### config.mk
export PLATFORM = sky130hd
export DESIGN_NAME = aes_key_schedule
export DESIGN_NICKNAME = d
export VERILOG_FILES = /design/src/rtl/aes_key_schedule.sv
export SDC_FILE = /design/constraint.sdc
export NUM_CORES = 2
export LEC_CHECK = 0
export BUFFER_PORTS_ARGS = -buffer_cell sky130_fd_sc_hd__buf_2
export CAP_MARGIN = 20
export CELL_PAD_IN_SITES_DETAIL_PLACEMENT = 0
export CELL_PAD_IN_SITES_GLOBAL_PLACEMENT = 1
export CORE_MARGIN = 8
export CORE_UTILIZATION = 47
export DETAILED_ROUTE_END_ITERATION = 6
export PLACE_DENSITY = 0.81
export SLEW_MARGIN = 5
export SYNTH_ARGS = -nofsm -noshare
export SYNTH_HDL_FRONTEND = slang
export SYNTH_SLANG_ARGS = --single-unit
### constraint.sdc
create_clock -name clk -period 4.56 [get_ports clk]
set_input_delay 0.912 -clock clk [delete_from_list [all_inputs] [get_ports clk]]
set_output_delay 0.912 -clock clk [all_outputs]
set_load 0.01 [all_outputs]
### src/rtl/aes_key_schedule.sv
// Multi-mode AES key-schedule engine (AES-128/192/256). It generates one schedule word per
// clock and emits a 128-bit round key every fourth cycle.
module aes_key_schedule #(
  parameter int KEY_W = 256
) (
  input  logic             clk,
  input  logic             rst_n,
  input  logic             start,
  input  logic [1:0]       key_len,
  input  logic [0:KEY_W-1] key,
  output logic             busy,
  output logic             rk_valid,
  output logic [3:0]       rk_idx,
  output logic [0:127]     rk,
  output logic             done,
  output logic             err
);

  localparam logic [0:2047] SBOX = {
    128'h637c777bf26b6fc53001672bfed7ab76, 128'hca82c97dfa5947f0add4a2af9ca472c0,
    128'hb7fd9326363ff7cc34a5e5f171d83115, 128'h04c723c31896059a071280e2eb27b275,
    128'h09832c1a1b6e5aa0523bd6b329e32f84, 128'h53d100ed20fcb15b6acbbe394a4c58cf,
    128'hd0efaafb434d338545f9027f503c9fa8, 128'h51a3408f929d38f5bcb6da2110fff3d2,
    128'hcd0c13ec5f974417c4a77e3d645d1973, 128'h60814fdc222a908846eeb814de5e0bdb,
    128'he0323a0a4906245cc2d3ac629195e479, 128'he7c8376d8dd54ea96c56f4ea657aae08,
    128'hba78252e1ca6b4c6e8dd741f4bbd8b8a, 128'h703eb5664803f60e613557b986c11d9e,
    128'he1f8981169d98e949b1e87e9ce5528df, 128'h8ca1890dbfe6426841992d0fb054bb16
  };

  typedef enum logic {IDLE, GEN} state_t;

  function automatic logic [7:0] sbox(input logic [7:0] b);
    return SBOX[{b, 3'b000} +: 8];
  endfunction

  function automatic logic [31:0] sub_word(input logic [31:0] x);
    return {sbox(x[31:24]), sbox(x[23:16]), sbox(x[15:8]), sbox(x[7:0])};
  endfunction

  function automatic logic [7:0] xtime(input logic [7:0] b);
    return {b[6:0], 1'b0} ^ (b[7] ? 8'h1b : 8'h00);
  endfunction

  state_t       state, state_nxt;
  logic [0:255] key_q, key_pad;
  logic [3:0]   nk, req_nk;
  logic [5:0]   last_i, req_last;
  logic [5:0]   i;
  logic [2:0]   j;
  logic [7:0]   rcon;
  logic [31:0]  hist [8];
  logic [31:0]  prev, back, kw, t, w_new;
  logic         reject, accept, rej;

  always_comb begin
    key_pad = '0;
    key_pad[0:KEY_W-1] = key;
    req_nk   = 4'd0;
    req_last = 6'd0;
    case (key_len)
      2'd0: begin req_nk = 4'd4; req_last = 6'd43; end
      2'd1: begin req_nk = 4'd6; req_last = 6'd51; end
      2'd2: begin req_nk = 4'd8; req_last = 6'd59; end
      default: begin req_nk = 4'd0; req_last = 6'd0; end
    endcase
    reject = (key_len == 2'd3) || ((32 * int'(req_nk)) > KEY_W);
    accept = start && (state == IDLE) && !reject;
    rej    = start && (state == IDLE) && reject;
  end

  // j tracks i mod Nk, so the RotWord/Rcon and the extra AES-256 SubWord need no divider
  always_comb begin
    prev = hist[0];
    back = hist[3'(nk - 4'd1)];
    kw   = key_q[{i[2:0], 5'b00000} +: 32];
    t    = prev;
    if (j == 3'd0)
      t = sub_word({prev[23:0], prev[31:24]}) ^ {rcon, 24'h000000};
    else if ((nk == 4'd8) && (j == 3'd4))
      t = sub_word(prev);
    w_new = (i < {2'b00, nk}) ? kw : (back ^ t);
  end

  always_comb begin
    state_nxt = state;
    case (state)
      IDLE:    if (accept) state_nxt = GEN;
      GEN:     if (i == last_i) state_nxt = IDLE;
      default: state_nxt = IDLE;
    endcase
  end

  always_ff @(posedge clk or negedge rst_n) begin
    if (!rst_n) begin
      state    <= IDLE;
      busy     <= 1'b0;
      rk_valid <= 1'b0;
      rk_idx   <= '0;
      rk       <= '0;
      done     <= 1'b0;
      err      <= 1'b0;
      key_q    <= '0;
      nk       <= '0;
      last_i   <= '0;
      i        <= '0;
      j        <= '0;
      rcon     <= '0;
      for (int k = 0; k < 8; k++) hist[k] <= '0;
    end else begin
      state    <= state_nxt;
      err      <= rej;
      busy     <= accept || (state == GEN);
      rk_valid <= 1'b0;
      done     <= 1'b0;
      if (accept) begin
        key_q  <= key_pad;
        nk     <= req_nk;
        last_i <= req_last;
        i      <= '0;
        j      <= '0;
        rcon   <= 8'h01;
      end else if (state == GEN) begin
        for (int k = 7; k > 0; k--) hist[k] <= hist[k-1];
        hist[0] <= w_new;
        i <= i + 6'd1;
        j <= (({1'b0, j} + 4'd1) == nk) ? 3'd0 : j + 3'd1;
        if ((i >= {2'b00, nk}) && (j == 3'd0)) rcon <= xtime(rcon);
        // The fourth word of a group completes a round key, registered with the word itself
        if (i[1:0] == 2'b11) begin
          rk       <= {hist[2], hist[1], hist[0], w_new};
          rk_idx   <= i[5:2];
          rk_valid <= 1'b1;
          done     <= (i == last_i);
        end
      end
    end
  end

endmodule

### Word level (Yosys, flattened, before mapping)

Cells that the tools add are included.

* memories: 0
* RAM bits: 0
* bits in registers: 676
* bits in read-only memories: 0
* bits in latches: 0
* bits of input ports: 261

* $mul: 0
* add/subtract/negate cells: 4
* equal/unequal tests: 8
* $lt $le $gt $ge: 4
* multiplexer cells: 26
* shift operators: 5
* reduce and logical (&&, ||, !) cells: 15
* bitwise logic cells: 11
* div/mod/pow operators: 0

Operator list (count)
* $shiftx A2048 B12 Y2049 const A: 4
* $shiftx A256 B9 Y257: 1
* $mux W32: 5
* $bmux W32 S3: 1
* $xor A32 B32 Y32: 2
* $not A11 Y12: 4
* $mux W8: 3
* $pmux W6 S3: 1
* $mux W6: 2
* $pmux W4 S3: 1
* $gt A9 B9 Y1 const B: 1
* $mux W3: 3
* $not A8 Y9: 1
* $mux W1: 8
* $xor A8 B5 Y8: 1
* $add A6 B1 Y6 const B: 1
* $eq A2 B2 Y1 const B: 3
* $eq A6 B6 Y1: 1
* $ge A6 B4 Y1: 1
* $lt A6 B4 Y1: 1
* $logic_and A1 B1 Y1: 5
* $mux W5: 1
* $add A3 B1 Y4 const B: 1
* $eq A4 B4 Y1: 1
* 16 further kinds: 20

### Depth between registers and ports, before layout

* depth in word-level cells: 8
* mapped depth: 16
* mapped depth without buffers: 11

### Worst setup path after synthesis

OpenSTA, ideal clock, no wires.

* path type: register to register
* from: register hist, in the netlist prev[1]
* to: register hist, in the netlist prev[12]
* data arrival time: 3772 ps
* path buffers: 3
* path slack: 656 ps
* clock period less this slack: 3904 ps
* data required time: 4429 ps
* stages on the path, launching flop included: 15
* cell sequence: dfrtp_1 > buf_2 > clkbuf_1 > buf_2 > inv_1 > ha_1 > inv_1 > mux4_2 > mux4_2 > a221oi_2 > a211oi_1 > a21oi_1 > o21ai_1 > and4_1 > or3_1

* longest elaborated chain between the ends: 6

RTL lines
* from (decl): RTL line 51 `logic [31:0] hist [8];`
* $not A11 Y12 (not written as such): RTL line 33 `return SBOX[{b, 3'b000} +: 8];`
* $shiftx A2048 B12 Y2049: RTL line 33
* $xor A32 B32 Y32: RTL line 78 `t = sub_word({prev[23:0], prev[31:24]}) ^ {rcon, 24'h000000};`
* $mux W32: RTL line 77 `if (j == 3'd0)`
* $xor A32 B32 Y32: RTL line 81 `w_new = (i < {2'b00, nk}) ? kw : (back ^ t);`
* $mux W32: RTL line 81

Every way passes these cells.
A chain may end at the register's enable or synchronous reset.

### Worst setup path in the final report

* from: register hist, in the netlist prev[1]
* to: register rk[113] in the netlist's numbering

* longest elaborated chain between the ends: 6

RTL lines
* $not A11 Y12 (not written as such): RTL line 33
* $shiftx A2048 B12 Y2049: RTL line 33
* $xor A32 B32 Y32: RTL line 78
* $mux W32: RTL line 77
* $xor A32 B32 Y32: RTL line 81
* $mux W32: RTL line 81
* to (signal assigned): RTL line 130 `rk <= {hist[2], hist[1], hist[0], w_new};`
* to (decl): RTL line 14 `output logic [0:127] rk,`

Every way passes these cells.

==> results.yml <==
cells_and_area:
  fin_util: 0.5406
  fill_cells: 8518
  fin_nets: 5501
  fin_cells: 6485
  drive_gt1_frac: 0.2451
  syn_to_final_growth_pct: 14.68
clock_network:
  postCtsResizedCells: 0
  htree_num_levels: 3
  cts_hold_buf: 0
  clock_path_buffers: 3
  insertion_delay_ns: 0.66
  postCtsSetupRepairBufs: 0
  cts_root_buffer: "clkbuf_16"
  cts.clk_slew.worst_paths_ns: 0.08
  numCtsBuffers: 76
  cts_sinks: 672
  cts_tree: "built"
setup_path:
  start_kind: "flop"
  critPathKind: "flop to flop"
  reg2reg_depth: 11
  end_kind: "flop"
  worstPathMaxFanout: 14
  required_ns: 5.05
  cp.arrival_ns: 4.88
logic_synthesis:
  synth_area_mm2: 0.04380
  syn_area_per_cell_um2: 8.931
  synth_cells: 4904
  yosysSeqAreaShare: 0.3840
  synthTopCellsByCount: "nand2_1 (1,231), dfrtp_1 (672), clkbuf_1 (291)"
  synthDistinctLibCells: 101
  synth_most_common_cell: "nand2_1"
  synth_warnings: 0
  synth_edf_count: 0
  yosys.area.top_type: "dfrtp_1"
  synth_ff_type: "dfrtp_1"
  syn_nets: 5238
  ys_async_sr_fraction: 1.000
  synth_top_area_share: 0.3840
  synth_area_leaders: "dfrtp_1 (38%), nand2_1 (11%), mux4_2 (7.8%)"
  ys_ff_latch: 672
sta:
  final_hold_viol_count: 0
  rsz0062_at_grt: "false"
  finalMaxSlewViolations: 0
  min_period_ns: 4.395
  fin_tns_setup_ns: 0
  tightest_slew_ns: 1.177
  skew_ns: 0.04741
  fmax_ghz: 0.2275
  timing.final.crit_share: 0.9639
  relSlewSlack: 0.2153
  setup_violations: 0
power_and_ir_drop:
  peakVddDrop_v: 0.0004577
  p_int_mw: 24.32
  p_clk_frac: 0.128
  p_total_mw: 49.34
  p_comb_frac: 0.634
  p_sw_frac: 0.5070
  p_leak_nw: 22.76
  power_frac_seq: 0.238
  p_per_area_mw_per_mm2: 982.3
  p_switching_mw: 25.01
detailed_routing:
  drt-initial-drc-count: 5923
  routed_via_density: 6.450
  vias: 41830
  routed_wl_mm: 189.0
  wl_per_cell_um: 29.14
  drt-pass1-iter-count: 7
  drc: 0
  antenna_left: 0
placed_design:
  io_buffers: 396
  dpl.hpwl_mm: 136.9
  globalplace.congestion: 1.063
  place_inst: 6342
global_routing:
  grt_max_degree: 140
  antenna_found_initial: 12
  grt_pass1_wl_mm: 278.8
  grt_usage: 0.3552
  globalRouteOverflowTotal: 0
  grt_pass1_vias: 40827
run_status:
  status: "complete, no violations"
job:
  cap_violations: 0
floorplanning:
  rows: 112
  dieArea_mm2: 0.1032
  core_mm2: 0.09291
  die_h_um: 321.3
  initial_core_util: 0.4714
  boundaryPins: 397
  die_w_um: 321.3
worst_hold_path:
  hold_path.class: "primary input to async pin"
cell families (layout without fill, tap and decap cells):
family,after synthesis,after routing,share of synthesized area
AND/OR/NAND/NOR,2064,2064,0.2114
AO/OA/AOI/OAI,1045,1045,0.1636
flip-flops,672,672,0.3840
buffers and inverters,537,860,0.05305
multiplexers,475,475,0.1596
adder cells (fa/ha/maj),73,73,0.02086
XOR/XNOR,38,38,0.007599
other,0,4,0
cell usage in the layout, fill, tap and decap left out, types with 18 or more instances in the layout:
master | synthesis | final
buf_12 | 0 | 27
clkbuf_16 | 0 | 76
or3_1 | 44 | 44
a31oi_1 | 62 | 62
nand3_1 | 108 | 108
o311ai_0 | 38 | 38
a221oi_1 | 27 | 27
mux2_2 | 260 | 260
inv_1 | 57 | 57
mux4_2 | 152 | 152
a311oi_1 | 35 | 35
or2_2 | 23 | 23
a211o_1 | 19 | 19
o221ai_1 | 24 | 24
nand2b_1 | 86 | 86
a211oi_1 | 51 | 51
and2_1 | 33 | 32
mux2i_1 | 61 | 61
nor3_1 | 93 | 93
nor3b_1 | 19 | 18
and3_1 | 25 | 25
nand4_1 | 25 | 25
o21ai_0 | 221 | 221
nor2_1 | 195 | 195
nor2b_1 | 89 | 88
dfrtp_1 | 672 | 653
o211ai_1 | 53 | 53
nand2_1 | 1231 | 1229
xnor2_1 | 23 | 23
o22ai_1 | 22 | 22
buf_2 | 115 | 395
ha_1 | 73 | 73
o31ai_1 | 35 | 35
a21oi_1 | 205 | 205
a21o_1 | 22 | 22
buf_4 | 15 | 230
cell type report:
class / instances / area (um^2) / area share
Tap cell: 1254 / 1569 / 0.03124
Clock inverter: 32 / 412.9 / 0.008221
Clock buffer: 106 / 2155 / 0.04290
Inverter: 68 / 257.7 / 0.005132
Sequential cell: 672 / 16860 / 0.3357
Multi-Input combinational cell: 3695 / 24670 / 0.4913
Antenna cell: 4 / 10.01 / 0.0001993
Timing Repair Buffer: 654 / 4287 / 0.08535
critical path, stage by stage, from the launching register on:
cell	delay (ns)
dfrtp_1	0.42
inv_1	0.34
ha_1	0.73
nor3_1	0.15
o31a_1	0.28
a2111oi_0	0.46
o31ai_1	0.11
a32oi_1	0.52
o21ai_0	0.33
nor4_1	0.58
buf_4	0.23
o31ai_1	0.07
final timing paths:
| kind | startpoint | to | slack [ns] |
|---|---|---|---|
| worst max-delay path | prev[1] | rk[113] | 0.16 |
| worst min-delay path | rst_n | rk[89] | 0.29 |
| worst max register to register | prev[1] | rk[113] | 0.16 |
| worst min register to register | key_q[234] | key_q[234] | 0.47 |
| max in group asynchronous | rst_n | key_q[34] | 3.04 |
| min in group clk | key[237] | key_q[237] | 0.45 |
routing by layer:
metal | GRT usage | share of wire
met1 | 0.4806 | 0.41
met5 | 0 | 0.00032
met4 | 0.1745 | 0.058
met2 | 0.5412 | 0.44
met3 | 0.07471 | 0.094
power by group through the flow:
stage                     combinational, mW  clock (mW)  sequential, mW
after floorplan                        19.4           0            10.3
after global placement                 30.4           0            11.6
after detailed placement               30.2           0            11.7
after CTS                              30.4        6.39            11.7
after global routing                   32.8        6.64            12.1
final                                  31.3        6.31            11.7
state kept, by name, summed over array words and instances (netlist names):
| register | flops |
|---|---|
| key_q | 256 |
| hist | 224 |
| rk | 128 |
| prev | 32 |
| rcon | 8 |
| i | 6 |
| rk_idx | 4 |
| j | 3 |
| last_i | 3 |
| nk | 3 |
| busy | 1 |
| done | 1 |
| err | 1 |
| rk_valid | 1 |
| state | 1 |
through the flow:
stage	cell area [um^2]	worst slack [ns]	hold slack, ns
final	50230	0.1648	0.2910
after global routing	50220	0.2249	0.3625
after CTS	50190	0.3372	0.3564
after detailed placement	47620	0.3822	0.4572
after global placement	47620	0.2937	0.4524
after floorplan	43800	0.6563	0.4403
(Power assumes the default switching activity.)
